===== src/rtl/sync_fifo_pkg.sv =====
// Shared core constants for the RISC16 data path FIFO.
package sync_fifo_pkg;

  // RISC16 data path word width
  localparam int DEFAULT_WORD_WIDTH = 16;
  // 16-entry FIFO by default
  localparam int DEFAULT_ADDR_WIDTH = 4;

endpackage


===== src/rtl/sync_fifo_ram.sv =====
// SyncRam: single-clock storage array with a synchronous write port and an
// asynchronous read port. Contents are never reset.
module SyncRam
  import sync_fifo_pkg::*;
#(
  parameter int WORD_WIDTH = DEFAULT_WORD_WIDTH,
  parameter int ADDR_WIDTH = DEFAULT_ADDR_WIDTH
) (
  input  logic                  gclk,
  input  logic                  WriteEnable,
  input  logic [ADDR_WIDTH-1:0] WriteAddr,
  input  logic [WORD_WIDTH-1:0] WriteData,
  input  logic [ADDR_WIDTH-1:0] ReadAddr,
  output logic [WORD_WIDTH-1:0] ReadData
);

  logic [WORD_WIDTH-1:0] mem [2**ADDR_WIDTH];

  // Write the addressed word on the rising edge when enabled.
  always_ff @(posedge gclk) begin
    if (WriteEnable) begin
      mem[WriteAddr] <= WriteData;
    end
  end

  // The read port is combinational; the FIFO registers it on pop.
  assign ReadData = mem[ReadAddr];

endmodule


===== src/rtl/sync_fifo.sv =====
// sync_fifo: single-clock FIFO with 1-cycle read latency, registered
// occupancy count and sticky overflow/underflow flags.
module sync_fifo
  import sync_fifo_pkg::*;
#(
  parameter int WORD_WIDTH = DEFAULT_WORD_WIDTH,
  parameter int ADDR_WIDTH = DEFAULT_ADDR_WIDTH
) (
  input  logic                  gclk,
  input  logic                  nReset,
  input  logic                  PushEnable,
  input  logic [WORD_WIDTH-1:0] PushData,
  input  logic                  PopEnable,
  output logic [WORD_WIDTH-1:0] PopData,
  output logic                  PopValid,
  output logic                  Full,
  output logic                  Empty,
  output logic [ADDR_WIDTH:0]   Count,
  output logic                  Overflow,
  output logic                  Underflow
);

  localparam logic [ADDR_WIDTH:0] DEPTH = {1'b1, {ADDR_WIDTH{1'b0}}};

  logic [ADDR_WIDTH-1:0] wr_ptr;
  logic [ADDR_WIDTH-1:0] rd_ptr;
  logic [WORD_WIDTH-1:0] ram_rdata;
  logic                  push_ok;
  logic                  pop_ok;

  // Flags come from the registered count only, never from this cycle's enables.
  assign Full    = (Count == DEPTH);
  assign Empty   = (Count == '0);
  assign push_ok = PushEnable & ~Full;
  assign pop_ok  = PopEnable & ~Empty;

  SyncRam #(
    .WORD_WIDTH (WORD_WIDTH),
    .ADDR_WIDTH (ADDR_WIDTH)
  ) u_ram (
    .gclk        (gclk),
    .WriteEnable (push_ok),
    .WriteAddr   (wr_ptr),
    .WriteData   (PushData),
    .ReadAddr    (rd_ptr),
    .ReadData    (ram_rdata)
  );

  // Pointers, occupancy, sticky error flags and the read-valid pulse.
  always_ff @(posedge gclk or negedge nReset) begin
    if (!nReset) begin
      wr_ptr    <= '0;
      rd_ptr    <= '0;
      Count     <= '0;
      PopValid  <= 1'b0;
      Overflow  <= 1'b0;
      Underflow <= 1'b0;
    end else begin
      PopValid <= pop_ok;
      if (push_ok) begin
        wr_ptr <= wr_ptr + 1'b1;
      end
      if (pop_ok) begin
        rd_ptr <= rd_ptr + 1'b1;
      end
      case ({push_ok, pop_ok})
        2'b10:   Count <= Count + 1'b1;
        2'b01:   Count <= Count - 1'b1;
        default: Count <= Count;
      endcase
      if (PushEnable && Full) begin
        Overflow <= 1'b1;
      end
      if (PopEnable && Empty) begin
        Underflow <= 1'b1;
      end
    end
  end

  // Capture the read word only on an accepted pop so PopData holds otherwise.
  always_ff @(posedge gclk or negedge nReset) begin
    if (!nReset) begin
      PopData <= '0;
    end else if (pop_ok) begin
      PopData <= ram_rdata;
    end
  end

endmodule

===== config.mk =====
export PLATFORM = sky130hd
export DESIGN_NAME = sync_fifo
export DESIGN_NICKNAME = d
export VERILOG_FILES = /design/src/rtl/sync_fifo_pkg.sv /design/src/rtl/sync_fifo_ram.sv /design/src/rtl/sync_fifo.sv
export SDC_FILE = /design/constraint.sdc
export NUM_CORES = 1
export LEC_CHECK = 0
export ABC_AREA = 0
export CELL_PAD_IN_SITES_DETAIL_PLACEMENT = 0
export CELL_PAD_IN_SITES_GLOBAL_PLACEMENT = 1
export CORE_MARGIN = 8
export CORE_UTILIZATION = 55
export DETAILED_ROUTE_END_ITERATION = 12
export PLACE_DENSITY = 0.84
export SLEW_MARGIN = 20
export SYNTH_ARGS = -nofsm -noshare
export SYNTH_HDL_FRONTEND = slang
export SYNTH_SLANG_ARGS = --single-unit
export TNS_END_PERCENT = 30

===== constraint.sdc =====
create_clock -name gclk -period 8.7 [get_ports gclk]
set_input_delay 0.87 -clock gclk [delete_from_list [all_inputs] [get_ports gclk]]
set_output_delay 0.87 -clock gclk [all_outputs]
set_load 0.02 [all_outputs]

# [Word level (Yosys, flattened, before mapping)]
# Memory sizes are Yosys's and may differ from the RTL's. A register that Yosys moved wholly into a read port is not among the register bits.
# Cells that the tools add are included.
[totals] memories=1 mem_bits_rw=256 input_bits=20 register_bits=16 wordCells=26 out_inout_bits=26
[mem_list] memory="u_ram.mem" depth=16 width=16 read_ports=1 rd_ports_with_merged_regs=1 write_ports=1 line="sync_fifo_ram.sv:17" text="logic [WORD_WIDTH-1:0] mem [2**ADDR_WIDTH];"
[op_classes] bitwise_logic=4 n_reduce_logical=5 eq_ne=3 addsub=4 mux=3
[op_table] cell="$pmux W5 S2" count=1
[op_table] cell="$add A4 B1 Y4 const B" count=2
[op_table] cell="$add A5 B1 Y5 const B" count=1
[op_table] cell="$eq A5 B5 Y1 const B" count=1
[op_table] cell="$logic_not A5 Y1" count=1
[op_table] cell="$sub A5 B1 Y5 const B" count=1
[op_table] cell="$and A1 B1 Y1" count=2
[op_table] cell="$eq A2 B1 Y1 const B" count=1
[op_table] cell="$eq A2 B2 Y1 const B" count=1
[op_table] cell="$logic_and A1 B1 Y1" count=2
[op_table] cell="$mux W1" count=2
[op_table] cell="$not A1 Y1" count=2
[op_table] cell="$reduce_bool A2 Y1" count=1
[op_table] cell="$logic_not A1 Y1" count=1

# [Logic depth before layout (Yosys ltp)]
[logic_depth] depth_word=5 mapped_depth=12 ltp_nobuf=10

# [Cells and area by module]
# Synthesis repeated with hierarchy kept, for this count alone.
[unflattened] cells_unflattened=525 area_unflattened_um2=11225.8
[modules_own_cells] mod="SyncRam" area_per_inst_um2=9723.1 seq_area_each_um2=7687.4 n_inst=1 cells_each=416
[modules_own_cells] mod="sync_fifo" area_per_inst_um2=1502.7 seq_area_each_um2=800.8 n_inst=1 cells_each=109

# [Worst setup path before layout]
# No wires, ideal clock.
[synth_timing] path_kind="input to register" from="input port PushEnable" to="memory u_ram.mem[3][0] (netlist bit) (enable)" path_stages=3 t_arrival_ns=2.672 t_required_ns=8.291 setup_slack_ns=5.619 setup_time_ns=0.409 n_path_buf=0 cell_sequence="a21boi_1 -> nand2_1 -> nor3_1"
[synth_between] elab_chain_len=3
[synth_rtl] element="from (decl)" line="sync_fifo.sv:11" text="input logic PushEnable,"
[synth_rtl] element="$and A1 B1 Y1" line="sync_fifo.sv:34" text="assign push_ok = PushEnable & ~Full;"
[synth_rtl] element="$mux W1" line="sync_fifo_ram.sv:21" text="if (WriteEnable) begin"
[synth_rtl] element="$mux W1 (not written as such)" line="sync_fifo_ram.sv:22" text="mem[WriteAddr] <= WriteData;"
[synth_rtl] element="to (decl)" line="sync_fifo_ram.sv:17"
# Every way passes these cells.

# [Final worst setup path]
[layout_timing] from="register Count[1]" to="register Count[4]"
[layout_between] elab_chain_len=5 word_cells_on_any_way=12 classes_between="add/sub (2); eq/ne (3); mux (1); bitwise (4); reduce/logical (2)"
[layout_rtl] element="from (decl)" line="sync_fifo.sv:18" text="output logic [ADDR_WIDTH:0] Count,"
[layout_rtl] element="from (signal assigned)" line="sync_fifo.sv:67" text="2'b10: Count <= Count + 1'b1;"
[layout_rtl] element="from (signal assigned)" line="sync_fifo.sv:68" text="2'b01: Count <= Count - 1'b1;"
[layout_rtl] element="from (signal assigned)" line="sync_fifo.sv:69" text="default: Count <= Count;"
[layout_rtl] element="$logic_not A5 Y1 *" line="sync_fifo.sv:33" text="assign Empty = (Count == '0);"
[layout_rtl] element="$not A1 Y1 *" line="sync_fifo.sv:35" text="assign pop_ok = PopEnable & ~Empty;"
[layout_rtl] element="$and A1 B1 Y1 *" line="sync_fifo.sv:35"
[layout_rtl] element="named net pop_ok" line="sync_fifo.sv:29" text="logic pop_ok;"
[layout_rtl] element="$eq A2 B1 Y1 or $eq A2 B2 Y1 (tied branches)" line="sync_fifo.sv:66" text="case ({push_ok, pop_ok})"
[layout_rtl] element="$pmux W5 S2 or $reduce_bool A2 Y1 (tied branches)"
# The timed path passes the listed nets; every way through them passes the cells marked *.
# A chain may end at the register's enable or synchronous reset.

==> results.json <==
{
  "status": "complete, no violations",
  "final_antenna_net_count": 0,
  "ios": 46,
  "dpl_worst_slack_ns": 5.00,
  "synthMuxAreaShare_pct": 16.3,
  "clkSinkCount": 288,
  "crit_required_ns": 9.11,
  "synth_area_um2": 11400,
  "cts_hold_buf": 0,
  "viasPerCell": 6.06,
  "final_cells": 880,
  "final_cell_mix": "edfxtp_1 (256), clkdlybuf4s50_1 (44), mux4_2 (42), mux2i_1 (32)",
  "syn-instance-count": 531,
  "pwr_density_cell_nw_per_um2": 321,
  "first_pass_iters": 5,
  "worst_ep_arrival_time_ns": 3.82,
  "grt_overflow": 0,
  "synthSimpleGateAreaFrac_pct": 2.45,
  "dp.cells": 830,
  "fp.dieH_um": 160,
  "setup_ws_ns": 5.29,
  "skew_ns": 0.0135,
  "post_cts_buffers": 0,
  "n_antenna_cell": 0,
  "fp-row-count": 52,
  "synth.avg_cell_area_um2": 21.4,
  "setup_viol": 0,
  "synthArstFlopShare_pct": 11.1,
  "synth_edf_count": 256,
  "start_util_pct": 56.0,
  "final_nets": 619,
  "rsz0062_at_grt": "false",
  "ys_ff_latch": 288,
  "hold_viol": 0,
  "drt-initial-drc-count": 505,
  "ys_seq_area_share_pct": 74.6,
  "coreArea_um2": 20300,
  "die_width_um": 160,
  "htreeDepth": 1,
  "num-fill-cells": 1321,
  "finalMaxSlewViolations": 0,
  "max_freq_mhz": 293,
  "synthXorXnorAreaFrac_pct": 0.770,
  "hp-class": "input port to async pin",
  "cts-root-buf": "clkbuf_16",
  "grt_pass1_wl_um": 34100,
  "synth_flop_cell": "edfxtp_1",
  "cts_resized": 0,
  "antenna_found_initial": 0,
  "synth-compound-area-share_pct": 2.79,
  "wl_per_cell_um": 25.5,
  "worstSkewPairLatency_ns": 0.53,
  "grt_max_degree": 66,
  "portBuffers": 45,
  "final_common_cell": "edfxtp_1",
  "area_delta_synth_final_pct": 13.9,
  "leakagePower_nw": 4.35,
  "yosys_warnings": 0,
  "cap_violations": 0,
  "finalCriticalPeriod_ns": 3.41,
  "cts_buffers": 28,
  "grt_pass1_vias": 5695,
  "rr_worst_depth": 10,
  "worstSetupStartpointType": "register",
  "gp_congestion": 0.762,
  "tightest_slew_ns": 1.04,
  "dp_hpwl_um": 13400,
  "yosysUniqueCellTypes": 43,
  "cts.clk_slew.worst_paths_ns": 0.06,
  "drc_errors": 0,
  "slew-limit-headroom_pct": 30.6,
  "ir_drop_mv": 0.213,
  "crit_fanout": 19,
  "synth_nets": 560,
  "final.setup.tns_ns": 0,
  "vias": 5335,
  "synth_fa_ha_area_share_pct": 0.990,
  "track_usage_pct": 17.4,
  "drive_above_1_share_pct": 20.7,
  "drt_wl_total_um": 22400,
  "whs_ns": 0.438,
  "dieArea_um2": 25500,
  "clockBufferDepth": 3,
  "cts_tree": "built",
  "synth_top_family_by_area": "multiplexers",
  "critPathKind": "register to register",
  "cp-end-kind": "register",
  "post-route-period-util_pct": 39.2
}
per-layer routing:
metal  vias to the layer above  wire length, µm  global-route usage, %
li1                       2309                -                      -
met1                      2791             9240                   22.6
met2                       195            11200                   28.9
met3                        40             1450                   4.11
met4                         0              514                   5.40
met5                         -                0                      0
sequential cells by signal (all words and copies together) (netlist names):
signal / flops
u_ram.mem: 256
PopData: 16
Count: 5
rd_ptr: 4
wr_ptr: 4
Overflow: 1
PopValid: 1
Underflow: 1
power breakdown:
group	switching (mW)	internal [mW]	total, mW
clock network	0.484	0.659	1.14
logic	0.615	0.550	1.17
registers	0.147	1.71	1.85
per-stage QoR:
step / cell area (µm²) / power (mW) / utilization (%)
floorplan: 11400 / 2.68 / -
detailed placement: 12100 / 3.06 / 59.5
global route: 13000 / 4.33 / 63.8
CTS: 13000 / 4.20 / 63.8
global placement: 12100 / 3.02 / 59.5
finish: 13000 / 4.16 / 63.8
critical path: stages (launching register included):
cell     delay (ns)
dfrtp_1        0.48
or4_4          0.61
o21ai_4        0.64
inv_6          0.11
ha_1           0.34
xor2_1         0.18
ha_1           0.23
o211a_1        0.22
o31ai_1        0.23
a31oi_1        0.09
xnor2_1        0.15
Yosys cell counts (3+ instances only):
library cell / count / share of area (%)
nor3_1: 4 / 0.18
edfxtp_1: 256 / 68
buf_2: 5 / 0.22
buf_8: 3 / 0.40
ha_1: 9 / 0.99
o21ai_0: 4 / 0.18
o221ai_2: 10 / 1.3
nand2b_1: 3 / 0.17
xnor2_1: 7 / 0.54
a21oi_1: 3 / 0.13
mux4_1: 22 / 5.1
clkbuf_1: 12 / 0.40
o221ai_1: 6 / 0.46
nor2_1: 17 / 0.56
nand2_1: 28 / 0.92
mux4_2: 42 / 8.3
mux2i_1: 32 / 2.8
inv_1: 5 / 0.17
dfrtp_1: 32 / 7.0
xor2_1: 3 / 0.23
kinds of logic after synthesis:
logic type      after synthesis
mux                          97
fa+ha+maj                     9
xor+xnor                     10
simple gates                 61
buf+inv                      34
flops                       288
compound gates               32
final cells by class:
| cell class | instances | area [µm²] | area share, % |
|---|---|---|---|
| Tap cell | 270 | 338 | 2.61 |
| Clock buffer | 36 | 782 | 6.03 |
| Multi-Input combinational cell | 209 | 2690 | 20.8 |
| Timing Repair Buffer | 57 | 536 | 4.13 |
| Clock inverter | 14 | 91.3 | 0.705 |
| Inverter | 6 | 27.5 | 0.212 |
| Sequential cell | 288 | 8490 | 65.5 |
worst paths after layout:
path / from / slack (ns) / endpoint
min in group gclk: Underflow / 0.46 / Underflow
max: Count[1] / 5.29 / Count[4]
min reg2reg: Underflow / 0.46 / Underflow
max reg2reg: Count[1] / 5.29 / Count[4]
min: nReset / 0.44 / rd_ptr[3]
max in group asynchronous: nReset / 7.66 / rd_ptr[2]
(Power assumes the default switching activity.)
